**config.mk**
```make
export PLATFORM = sky130hd
export DESIGN_NAME = keypad_encoder
export DESIGN_NICKNAME = d
export VERILOG_FILES = /design/src/rtl/keypad_pkg.sv /design/src/rtl/keypad_tick_gen.sv /design/src/rtl/keypad_encoder.sv
export SDC_FILE = /design/constraint.sdc
export NUM_CORES = 1
export LEC_CHECK = 0
export ABC_AREA = 1
export BUFFER_PORTS_ARGS = -buffer_cell sky130_fd_sc_hd__buf_2
export CAP_MARGIN = 20
export CORE_UTILIZATION = 40
export DETAILED_ROUTE_END_ITERATION = 16
export PLACE_DENSITY = 0.59
export SETUP_SLACK_MARGIN = 0.3
export SLEW_MARGIN = 10
export SYNTH_ARGS = -nofsm -noshare
export SYNTH_HDL_FRONTEND = slang
export SYNTH_SLANG_ARGS = --single-unit
```
**constraint.sdc**
```tcl
create_clock -name clk -period 3.05 [get_ports clk]
set_clock_uncertainty 0.2 [all_clocks]
set_input_delay 0.61 -clock clk [delete_from_list [all_inputs] [get_ports clk]]
set_output_delay 0.61 -clock clk [all_outputs]
set_load 0.005 [all_outputs]
```
**src/rtl/keypad_pkg.sv**
```systemverilog
// Shared state encoding, special key codes and the matrix-position-to-code map
// for the 4x4 keypad encoder.
package keypad_pkg;

   typedef enum logic [1:0] {
      SCAN     = 2'd0,
      DEBOUNCE = 2'd1,
      HELD     = 2'd2
   } state_t;

   localparam logic [3:0] KEY_STAR = 4'hE;
   localparam logic [3:0] KEY_HASH = 4'hF;

   function automatic logic single_low(input logic [3:0] v);
      logic [2:0] n;
      n = 3'd0;
      for (int i = 0; i < 4; i++) n = n + {2'b00, ~v[i]};
      return (n == 3'd1);
   endfunction

   // Only meaningful on a one-hot-low vector.
   function automatic logic [1:0] low_index(input logic [3:0] v);
      logic [1:0] idx;
      idx = 2'd0;
      for (int i = 0; i < 4; i++) if (!v[i]) idx = 2'(i);
      return idx;
   endfunction

   // Codes share the seven-segment nibble encoding, so digits display directly.
   function automatic logic [3:0] key_code(input logic [1:0] r, input logic [1:0] c);
      logic [3:0] code;
      case ({r, c})
         4'h0:    code = 4'h1;
         4'h1:    code = 4'h2;
         4'h2:    code = 4'h3;
         4'h3:    code = 4'hA;
         4'h4:    code = 4'h4;
         4'h5:    code = 4'h5;
         4'h6:    code = 4'h6;
         4'h7:    code = 4'hB;
         4'h8:    code = 4'h7;
         4'h9:    code = 4'h8;
         4'hA:    code = 4'h9;
         4'hB:    code = 4'hC;
         4'hC:    code = KEY_STAR;
         4'hD:    code = 4'h0;
         4'hE:    code = KEY_HASH;
         default: code = 4'hD;
      endcase
      return code;
   endfunction

endpackage

```
**src/rtl/keypad_tick_gen.sv**
```systemverilog
// Free-running scan-tick divider: counts 0..SCAN_DIV-1 and flags the last count.
module keypad_tick_gen #(
   parameter int SCAN_DIV = 1000
) (
   input  logic clk,
   input  logic rst,
   output logic o_tick
);

   localparam int DW = $clog2(SCAN_DIV);

   logic [DW-1:0] r_cnt;
   logic          w_last;

   assign w_last = (r_cnt == DW'(SCAN_DIV - 1));
   assign o_tick = w_last;

   always_ff @(posedge clk or posedge rst) begin
      if (rst)         r_cnt <= '0;
      else if (w_last) r_cnt <= '0;
      else             r_cnt <= r_cnt + DW'(1);
   end

endmodule

```
**src/rtl/keypad_encoder.sv**
```systemverilog
// 4x4 active-low keypad scanner: synchronizes rows, debounces one press and
// emits its code with a one-clock valid pulse.
//  state    | meaning
//  SCAN     | rotating columns, looking for a single low row on a tick
//  DEBOUNCE | column frozen, counting ticks the latched row stays low
//  HELD     | key accepted, counting all-high ticks until release
module keypad_encoder
   import keypad_pkg::*;
#(
   parameter int SCAN_DIV        = 1000,
   parameter int DEBOUNCE_CYCLES = 4
) (
   input  logic       clk,
   input  logic       rst,
   input  logic [3:0] row,
   output logic [3:0] col,
   output logic [3:0] key,
   output logic       key_valid,
   output logic       key_held
);

   localparam int CW = $clog2(DEBOUNCE_CYCLES + 1);

   logic [3:0]    r_row_s1, r_row_s2;
   state_t        r_state, w_state_nx;
   logic [3:0]    r_col, w_col_nx;
   logic [3:0]    r_hit_row, w_hit_nx;
   logic [CW-1:0] r_cnt, w_cnt_nx, w_cnt_inc;
   logic [3:0]    r_key, w_key_nx;
   logic          r_valid, w_valid_nx;
   logic          r_held, w_held_nx;
   logic          w_tick;
   logic          w_cnt_done;

   keypad_tick_gen #(.SCAN_DIV(SCAN_DIV)) u_tick (
      .clk    (clk),
      .rst    (rst),
      .o_tick (w_tick)
   );

   always_ff @(posedge clk or posedge rst) begin
      if (rst) begin
         r_row_s1 <= 4'hF;
         r_row_s2 <= 4'hF;
      end else begin
         r_row_s1 <= row;
         r_row_s2 <= r_row_s1;
      end
   end

   assign w_cnt_inc  = r_cnt + CW'(1);
   assign w_cnt_done = (w_cnt_inc == CW'(DEBOUNCE_CYCLES));

   always_comb begin
      w_state_nx = r_state;
      w_col_nx   = r_col;
      w_hit_nx   = r_hit_row;
      w_cnt_nx   = r_cnt;
      w_key_nx   = r_key;
      w_valid_nx = 1'b0;
      w_held_nx  = r_held;
      if (w_tick) begin
         unique case (r_state)
            SCAN: begin
               if (single_low(r_row_s2)) begin
                  w_hit_nx   = r_row_s2;
                  w_cnt_nx   = '0;
                  w_state_nx = DEBOUNCE;
               end else begin
                  w_col_nx = {r_col[2:0], r_col[3]};
               end
            end
            DEBOUNCE: begin
               if (r_row_s2 == r_hit_row) begin
                  if (w_cnt_done) begin
                     w_key_nx   = key_code(low_index(r_hit_row), low_index(r_col));
                     w_valid_nx = 1'b1;
                     w_held_nx  = 1'b1;
                     w_cnt_nx   = '0;
                     w_state_nx = HELD;
                  end else begin
                     w_cnt_nx = w_cnt_inc;
                  end
               end else begin
                  w_cnt_nx   = '0;
                  w_col_nx   = {r_col[2:0], r_col[3]};
                  w_state_nx = SCAN;
               end
            end
            HELD: begin
               // A second key in the frozen column also keeps rs off all-high.
               if (r_row_s2 == 4'hF) begin
                  if (w_cnt_done) begin
                     w_held_nx  = 1'b0;
                     w_cnt_nx   = '0;
                     w_state_nx = SCAN;
                  end else begin
                     w_cnt_nx = w_cnt_inc;
                  end
               end else begin
                  w_cnt_nx = '0;
               end
            end
            default: w_state_nx = SCAN;
         endcase
      end
   end

   always_ff @(posedge clk or posedge rst) begin
      if (rst) begin
         r_state   <= SCAN;
         r_col     <= 4'b1110;
         r_hit_row <= 4'hF;
         r_cnt     <= '0;
         r_key     <= 4'h0;
         r_valid   <= 1'b0;
         r_held    <= 1'b0;
      end else begin
         r_state   <= w_state_nx;
         r_col     <= w_col_nx;
         r_hit_row <= w_hit_nx;
         r_cnt     <= w_cnt_nx;
         r_key     <= w_key_nx;
         r_valid   <= w_valid_nx;
         r_held    <= w_held_nx;
      end
   end

   assign col       = r_col;
   assign key       = r_key;
   assign key_valid = r_valid;
   assign key_held  = r_held;

endmodule

```
==> results of run 1 <==
[stage by stage]
stage / instance area [sq um] / utilization
after detailed placement: 2252 / 0.4615
after CTS: 2333 / 0.4782
after floorplan: 2097 / -
after global routing: 2333 / 0.4782
after global placement: 2252 / 0.4615
final: 2333 / 0.4782
[layout make-up]
type | instances | area share
multi-input cells | 182 | 0.4231
flip-flops and latches | 37 | 0.4048
inverters | 41 | 0.06595
well taps | 67 | 0.03592
repair buffers | 16 | 0.03539
clock buffers | 7 | 0.03271
clock inverters | 1 | 0.002145
[flip-flops by register name, indices dropped and copies added, names as in the netlist]
name / count
u_tick.r_cnt: 10
col: 4
key: 4
r_hit_row: 4
r_row_s1: 4
r_row_s2: 4
r_cnt: 3
r_state: 2
key_held: 1
key_valid: 1
[worst paths after layout]
check                      slack (ns)            to
hold reg to reg                  0.16   r_row_s2[0]
hold / removal                   0.16   r_row_s2[0]
setup reg to reg                 0.61  r_hit_row[2]
setup / recovery                 0.61  r_hit_row[2]
min in group asynchronous        0.22        key[2]
max in group asynchronous        2.07   r_row_s2[1]
[power groups by stage]
| stage | Sequential (W) | Combinational, W | Clock (W) |
|---|---|---|---|
| after floorplan | 0.000512 | 0.0000302 | 0 |
| after global placement | 0.000513 | 0.0000424 | 0 |
| after detailed placement | 0.000513 | 0.0000424 | 0 |
| after CTS | 0.000505 | 0.0000425 | 0.000338 |
| after global routing | 0.000506 | 0.0000491 | 0.000359 |
| final | 0.000505 | 0.0000408 | 0.000324 |
[routing by layer]
metal  vias to the layer above  part of all wire  wire, um  track usage
met4                         0             0.014        51      0.05241
met1                       768              0.49      1863       0.2094
li1                        859                 -         -            -
met3                         7             0.035       131      0.03659
met5                         -                 0         0            0
met2                        26              0.46      1719       0.2683
[cells by family (layout without fill, tap and decap cells)]
logic type / after synthesis / after routing / share of synthesized area
compound gates: 28 / 28 / 0.07637
fa+ha+maj: 16 / 16 / 0.09905
buf+inv: 42 / 65 / 0.07876
flops: 37 / 37 / 0.4505
simple gates: 138 / 138 / 0.2953
[layout by cell type, fill, tap and decap left out, types with 5 or more instances in the layout]
cell type	instances
ha_1	15
dfstp_2	15
nand2_1	75
buf_2	15
nand3_1	12
dfrtp_1	22
clkbuf_8	5
nor2_1	28
o21ai_0	16
inv_1	41
nand4_1	5
[critical path, cell delays in order (launching register included)]
cell and delay [ns]:
dfstp_2 0.57, fa_1 0.42, inv_1 0.06, ha_1 0.13, ha_1 0.22, inv_1 0.07, nand4_1 0.08, or2_0 0.41
nand2_1 0.15, o21ai_2 0.06
==> flow_metrics.env, run 1 <==
export IMPL_grt_antenna_before_repair=0
export IMPL_cts_sinks=37
export IMPL_endpoint_kind="flop"
export IMPL_cts_resized_gates=0
export IMPL_grt_ovfl_total=0
export IMPL_clock_latency_ns=0.29
export IMPL_tightest_slew_ns=0.7147
export IMPL_drv_cap=0
export IMPL_r2r_start="r_row_s2[1]"
export IMPL_worst_slack_ns=0.6139
export IMPL_fp_coreArea_sq_mm=0.004880
export IMPL_synth_cells=261
export IMPL_tns_ns=0
export IMPL_gp_congestion=0.8091
export IMPL_syn2layout_area_growth_pct=11.28
export IMPL_rows=25
export IMPL_regArea_sq_um=944.7
export IMPL_async_flop_share=1.000
export IMPL_via_count=1660
export IMPL_port_buffers=15
export IMPL_clock_path_buffers=2
export IMPL_dr_pass1_iters=4
export IMPL_max_freq_ghz=0.4105
export IMPL_slew_viol_final=0
export IMPL_h_tree_depth=2
export IMPL_crit_path_max_fanout=8
export IMPL_outcome="finished, final reports clean"
export IMPL_pwr_share_clk=0.373
export IMPL_yosysUniqueCellTypes=28
export IMPL_layoutNonFillerInstCount=351
export IMPL_drive_gt1_frac=0.1796
export IMPL_setup_violations=0
export IMPL_hold_viol_final=0
export IMPL_leakage_nw=1.218
export IMPL_cp_start_kind="flop"
export IMPL_grt_pass1_vias=1602
export IMPL_vdd_drop_max_mv=0.2403
export IMPL_cts_root_buf="clkbuf_8"
export IMPL_multi_input_area_sq_um=987.2
export IMPL_critPathArrivalTime_ns=2.45
export IMPL_powerDensity_mw_per_mm2=372.7
export IMPL_num_fill_cells=496
export IMPL_period_minus_slack_ns=2.436
export IMPL_pwr_share_comb=0.047
export IMPL_grtUsageTotal=0.1619
export IMPL_min_delay_start="r_row_s1[0]"
export IMPL_p_sw_frac=0.2252
export IMPL_dpl_hpwl_mm=2.841
export IMPL_cts_tree="built"
export IMPL_netlist_area_sq_mm=0.002097
export IMPL_min_delay_path_depth=0
export IMPL_die_area_sq_mm=0.005536
export IMPL_r2r_cells=9
export IMPL_drt_iter0_markers=96
export IMPL_wirelength_mm=3.764
export IMPL_criticalPathCategory="reg -> reg"
export IMPL_hp_class="reg -> reg"
export IMPL_synth_edf_count=0
export IMPL_ys_top_cells_by_count="nand2_1, inv_1, nor2_1"
export IMPL_die_h_um=74.41
export IMPL_ys_warn_count=0
export IMPL_start_util=0.4297
export IMPL_synth_avg_cell_area_sq_um=8.035
export IMPL_cts_buffers=5
export IMPL_synth_ff_type="dfrtp_1"
export IMPL_slew_headroom=0.5185
export IMPL_place_inst=343
export IMPL_fin_nets=305
export IMPL_synth_most_common_cell="nand2_1"
export IMPL_min_period_over_period=0.7987
export IMPL_cts_setup_buffers=0
export IMPL_detail_route_vias_per_cell=4.729
export IMPL_synth_area_leaders="dfrtp_1, dfstp_2, nand2_1"
export IMPL_drc_errors=0
export IMPL_drtAntennaViolNets=0
export IMPL_avgRoutedWirePerCell_um=10.72
export IMPL_synth_top_area_cell="dfrtp_1"
export IMPL_crit_required_ns=3.06
export IMPL_synth_yosys_seq_area_share=0.4505
export IMPL_cts_clk_slew_worst_paths_ns=0.08
export IMPL_diodes=0
export IMPL_fp_dieW_um=74.41
export IMPL_grt_start_max_net_pins=38
export IMPL_ys_seq_elements=37
export IMPL_synth_top_area_share=0.2625
export IMPL_grt_first_pass_wirelength_mm=6.906
export IMPL_ios=16
export IMPL_crit_path_start="r_row_s2[1]"
export IMPL_hold_slack_ns=0.1558
export IMPL_cts_hold_buf=0
export IMPL_power_w=0.0008698
export IMPL_synth_net_count=283
export IMPL_seqPwrFrac=0.580
export IMPL_p_int_w=0.0006739
export IMPL_dp_slack_ns=0.5928
export IMPL_rsz0062_at_grt="no"
export IMPL_p_sw_w=0.0001958
Power figures use the tool's default switching activity.
==> run 2, diff against run 1 <==
--- a/config.mk
+++ b/config.mk
@@ -10,7 +10,7 @@
 export CAP_MARGIN = 20
 export CORE_UTILIZATION = 40
 export DETAILED_ROUTE_END_ITERATION = 16
-export PLACE_DENSITY = 0.59
+export PLACE_DENSITY = 0.61
 export SETUP_SLACK_MARGIN = 0.3
 export SLEW_MARGIN = 10
 export SYNTH_ARGS = -nofsm -noshare
==> constraint.sdc (replaced) <==
create_clock -name clk -period 2.2 [get_ports clk]
set_clock_uncertainty 0.2 [all_clocks]
set_input_delay 0.44 -clock clk [delete_from_list [all_inputs] [get_ports clk]]
set_output_delay 0.44 -clock clk [all_outputs]
set_load 0.005 [all_outputs]
==> run 2 against run 1 <==
  * The flow now finishes with violations (setup timing)
  * Design area increased by 6.8%
  * Global-route usage shrank 0.12 points
  * Maximum frequency grew 5.6%
  * Sequential power is 38% higher
  * Routed wire length is 4.5% higher
==> flow_metrics.env, run 2 (synthesis gave the netlist of run 1 again) <==
export IMPL_cts_root_buf="clkbuf_8"
export IMPL_wirelength_mm=3.933
export IMPL_slew_viol_final=0
export IMPL_hp_class="in -> async"
export IMPL_clock_path_buffers=2
export IMPL_slowest_delay_ns=0.54
export IMPL_grt_antenna_before_repair=0
export IMPL_slew_headroom=0.6941
export IMPL_dpl_hpwl_mm=2.835
export IMPL_power_w=0.001309
export IMPL_period_minus_slack_ns=2.306
export IMPL_place_area_sq_mm=0.002315
export IMPL_avgRoutedWirePerCell_um=10.99
export IMPL_cts_clk_slew_worst_paths_ns=0.07
export IMPL_hold_viol_final=0
export IMPL_worst_slack_ns=-0.1064
export IMPL_cts_hold_buf=0
export IMPL_multi_input_area_sq_mm=0.001070
export IMPL_drt_iter0_markers=72
export IMPL_clock_latency_ns=0.29
export IMPL_die_h_um=74.41
export IMPL_critPathSlowestCell="dfstp_2"
export IMPL_regArea_sq_um=944.7
export IMPL_r2r_slack_ns=-0.11
export IMPL_tightest_slew_ns=0.4540
export IMPL_cts_tree="built"
export IMPL_critPathArrivalTime_ns=2.34
export IMPL_path_buf_inv=2
export IMPL_syn2layout_area_growth_pct=18.85
export IMPL_vdd_drop_max_mv=0.3399
export IMPL_largest_reg_flops=10
export IMPL_leakage_nw=1.267
export IMPL_rows=25
export IMPL_via_count=1727
export IMPL_drc_errors=0
export IMPL_min_period_over_period=1.048
export IMPL_cp_start_kind="flop"
export IMPL_ios=16
export IMPL_cts_sinks=37
export IMPL_powerDensity_mw_per_mm2=525.1
export IMPL_cts_buffers=5
export IMPL_layoutNonFillerInstCount=358
export IMPL_drive_gt1_frac=0.2715
export IMPL_cp_cell_sequence="fa_1 > inv_2 > ha_4 > ha_4 > inv_2 > nand3_2 > nand2_2 > nand3b_1 > nor2_1 > nand2_1 > nand2_1"
export IMPL_final_common_cell="nand2_1"
export IMPL_crit_path_max_fanout=6
export IMPL_grt_ovfl_total=0
export IMPL_fin_nets=312
export IMPL_criticalPathCategory="reg -> reg"
export IMPL_detail_route_vias_per_cell=4.824
export IMPL_die_area_sq_mm=0.005536
export IMPL_failed_checks="setup timing"
export IMPL_fp_dieW_um=74.41
export IMPL_drv_cap=0
export IMPL_grtUsageTotal=0.1607
export IMPL_setup_violations=13
export IMPL_diodes=0
export IMPL_tns_ns=-0.9071
export IMPL_drtAntennaViolNets=0
export IMPL_utilization=0.5108
export IMPL_outcome="finished with violations"
export IMPL_gp_congestion=0.8338
export IMPL_grt_first_pass_wirelength_mm=6.706
export IMPL_place_inst=349
export IMPL_port_buffers=15
export IMPL_regMostFlops="u_tick.r_cnt"
export IMPL_crit_required_ns=2.23
export IMPL_layout_common_cells="nand2_1, inv_1, nor2_1"
export IMPL_crit_family="adder cells"
export IMPL_grt_start_max_net_pins=38
export IMPL_h_tree_depth=2
export IMPL_dr_pass1_iters=4
export IMPL_rsz0062_at_grt="yes"
export IMPL_fp_coreArea_sq_mm=0.004880
export IMPL_max_freq_ghz=0.4336
export IMPL_num_fill_cells=476
export IMPL_fin_area_sq_mm=0.002492
export IMPL_endpoint_kind="flop"
export IMPL_start_util=0.4297
export IMPL_grt_pass1_vias=1549
## run 2: stage by stage
step                      setup WS [ns]  hold slack (ns)
after floorplan                -0.02165           0.1452
after global placement         -0.07969           0.1465
after detailed placement        -0.1661           0.1478
after CTS                       -0.1609          0.02872
after global routing            -0.2405          0.02499
final                           -0.1064          0.03955
## run 2: cell type report
| type | instances | area share |
|---|---|---|
| Clock inverter | 1 | 0.002008 |
| Timing Repair Buffer | 23 | 0.05572 |
| Sequential cell | 37 | 0.3790 |
| Clock buffer | 7 | 0.03865 |
| Tap cell | 67 | 0.03363 |
| Inverter | 41 | 0.06175 |
| Multi-Input combinational cell | 182 | 0.4292 |
## run 2: worst reg2reg max path, stage by stage (launching register included)
cell      delay (ns)
dfstp_2         0.54
fa_1            0.43
inv_2           0.08
ha_4            0.13
ha_4            0.19
inv_2           0.05
nand3_2         0.06
nand2_2         0.09
nand3b_1        0.20
nor2_1          0.15
nand2_1         0.06
nand2_1         0.07
## run 2: final timing paths
check                             endpoint        start  cells after the start
min in group clk               r_row_s1[1]       row[1]                      1
max in group asynchronous           col[3]          rst                      3
setup / recovery                  r_cnt[0]  r_row_s2[1]                     11
hold reg to reg                r_row_s2[0]  r_row_s1[0]                      0
hold / removal             u_tick.r_cnt[2]          rst                      3
setup reg to reg                  r_cnt[0]  r_row_s2[1]                     11
## run 2: per-layer routing
layer,vias to the layer above,part of all wire,global-route usage
met2,25,0.49,0.2763
met1,816,0.46,0.1922
li1,880,-,-
met4,0,0.017,0.06289
met3,6,0.033,0.04065
met5,-,0,0
## run 2: report_power, final
part           switching (W)  internal (W)
Sequential        0.00000372      0.000694
Combinational      0.0000504     0.0000303
Clock               0.000247      0.000283
## run 2: repair_timing
item / in CTS / in global routing
hold endpoints to repair: 0 / 0
resized for setup: 12 / 8
pin swaps: 8 / 11
buffers inserted: 0 / 1
endpoints found under the setup margin: 14 / 16
gates cloned: 0 / 0
==> run 3, diff against run 2 <==
--- a/config.mk
+++ b/config.mk
@@ -8,9 +8,9 @@
 export ABC_AREA = 1
 export BUFFER_PORTS_ARGS = -buffer_cell sky130_fd_sc_hd__buf_2
 export CAP_MARGIN = 20
-export CORE_UTILIZATION = 40
+export CORE_UTILIZATION = 54
 export DETAILED_ROUTE_END_ITERATION = 16
-export PLACE_DENSITY = 0.61
+export PLACE_DENSITY = 0.78
 export SETUP_SLACK_MARGIN = 0.3
 export SLEW_MARGIN = 10
 export SYNTH_ARGS = -nofsm -noshare
==> run 3 against run 2 <==
  * The flow still finishes with violations (setup timing)
  * Total power decreased by 0.83%
  * Critical path depth stayed put
  * Setup slack improved by 0.0047 ns
  * Clock power down 2%
  * Maximum frequency rose by 0.20%
  * Largest power group unchanged
  * Highest routed layer unchanged
==> flow_metrics.env, run 3 (synthesis gave the netlist of run 1 again) <==
export IMPL_multi_input_area_sq_mm=0.001054
export IMPL_criticalPathCategory="reg -> reg"
export IMPL_fp_coreArea_sq_mm=0.003689
export IMPL_fin_nets=317
export IMPL_grt_start_max_net_pins=38
export IMPL_max_freq_ghz=0.4345
export IMPL_dp_slack_ns=-0.1117
export IMPL_failed_checks="setup timing"
export IMPL_grt_pass1_vias=1575
export IMPL_outcome="finished with violations"
export IMPL_clock_latency_ns=0.29
export IMPL_fin_area_sq_mm=0.002490
export IMPL_diodes=0
export IMPL_h_tree_depth=2
export IMPL_dr_pass1_iters=4
export IMPL_num_fill_cells=301
export IMPL_detail_route_vias_per_cell=4.959
export IMPL_r2r_cells=11
export IMPL_leakage_nw=1.284
export IMPL_setup_violations=12
export IMPL_slew_viol_final=0
export IMPL_crit_required_ns=2.19
export IMPL_regMostFlops="u_tick.r_cnt"
export IMPL_die_area_sq_mm=0.004136
export IMPL_cp_start_kind="flop"
export IMPL_tns_ns=-0.5070
export IMPL_layoutNonFillerInstCount=344
export IMPL_slew_headroom=0.6901
export IMPL_largest_reg_flops=10
export IMPL_ios=16
export IMPL_cts_buffers=5
export IMPL_r2r_slack_ns=-0.10
export IMPL_vdd_drop_max_mv=0.5018
export IMPL_rows=22
export IMPL_critPathArrivalTime_ns=2.29
export IMPL_grtUsageTotal=0.2063
export IMPL_place_inst=330
export IMPL_via_count=1706
export IMPL_place_area_sq_mm=0.002291
export IMPL_gp_congestion=0.8246
export IMPL_min_period_over_period=1.046
export IMPL_drc_errors=0
export IMPL_drv_cap=0
export IMPL_crit_path_max_fanout=6
export IMPL_grt_ovfl_total=0
export IMPL_port_buffers=15
export IMPL_die_h_um=64.32
export IMPL_avgRoutedWirePerCell_um=11.03
export IMPL_powerDensity_mw_per_mm2=521.2
export IMPL_cts_tree="built"
export IMPL_grt_first_pass_wirelength_mm=6.437
export IMPL_endpoint_kind="flop"
export IMPL_rsz0062_at_grt="yes"
export IMPL_dpl_hpwl_mm=2.702
export IMPL_regArea_sq_um=944.7
export IMPL_drive_gt1_frac=0.2804
export IMPL_clock_path_buffers=2
export IMPL_r2r_end="r_cnt[2]"
export IMPL_r2r_start="r_row_s2[3]"
export IMPL_drt_iter0_markers=77
export IMPL_hp_class="in -> async"
export IMPL_period_minus_slack_ns=2.302
export IMPL_layout_common_cells="nand2_1, inv_1, nor2_1"
export IMPL_cts_clk_slew_worst_paths_ns=0.08
export IMPL_tightest_slew_ns=0.4600
export IMPL_grt_antenna_before_repair=0
export IMPL_wirelength_mm=3.795
export IMPL_fp_dieW_um=64.32
export IMPL_drtAntennaViolNets=0
export IMPL_syn2layout_area_growth_pct=18.74
export IMPL_worst_slack_ns=-0.1018
export IMPL_cts_root_buf="clkbuf_8"
export IMPL_final_common_cell="nand2_1"
export IMPL_hold_viol_final=0
export IMPL_cts_sinks=37
export IMPL_start_util=0.5685
-- run 3: metrics by stage --
step	total power, W	util	hold slack (ns)
6_report	0.001298	0.6750	0.04029
5_1_grt	0.001343	0.6750	0.03289
4_1_cts	0.001307	0.6543	0.03828
3_5_place_dp	0.0007789	0.6211	0.1468
3_3_place_gp	0.0007782	0.6211	0.1457
2_1_floorplan	0.0007580	-	0.1452
-- run 3: worst max-delay path: stages (launching register included) --
cell and delay [ns]:
dfstp_2 0.54, fa_1 0.42, inv_2 0.07, ha_4 0.13, ha_4 0.19, inv_2 0.05
nand3_2 0.05, nand2_2 0.07, nand3b_1 0.19, buf_4 0.20, nand2_2 0.04, nand2_1 0.04
-- run 3: cell type report --
type                    count  share of cell area
multi-input cells         182              0.4231
flip-flops and latches     37              0.3794
repair buffers             28             0.07085
inverters                  41             0.06181
clock buffers               7             0.03869
well taps                  48             0.02412
clock inverters             1            0.002010
-- run 3: routing by layer --
layer  GRT usage  routed length, um  up-vias
li1            -                  -      887
met1      0.2506               1717      782
met2      0.3408               1883       33
met3     0.04821                150        4
met4      0.1028                 43        0
met5           0                  0        -
-- run 3: worst max path at each step --
stage / slack [ns] / endpoint / start / depth (start not counted)
global placement: -0.06 / r_state[0] / r_row_s2[1] / 12
finish: -0.10 / r_cnt[2] / r_row_s2[3] / 11
floorplan: -0.02 / r_hit_row[2] / r_row_s2[1] / 10
CTS: -0.1 / r_cnt[0] / r_row_s2[1] / 11
detailed placement: -0.11 / r_cnt[0] / r_row_s2[1] / 11
global route: -0.26 / r_cnt[0] / r_row_s2[3] / 11
-- run 3: what timing repair did --
item                       in CTS  in global routing
gates resized for setup         7                 13
hold buffers                    0                  0
setup endpoints to repair      13                 19
setup buffers                   0                  6
pin swaps                       5                  8
-- run 3: where the power goes --
group | leakage (nW) | total (W) | internal [W] | switching, W
clock network | 0.0542 | 0.000522 | 0.000283 | 0.000239
registers | 0.449 | 0.000698 | 0.000694 | 0.00000381
logic | 0.781 | 0.0000774 | 0.0000302 | 0.0000472
total | 1.28 | 0.00130 | 0.00101 | 0.000290
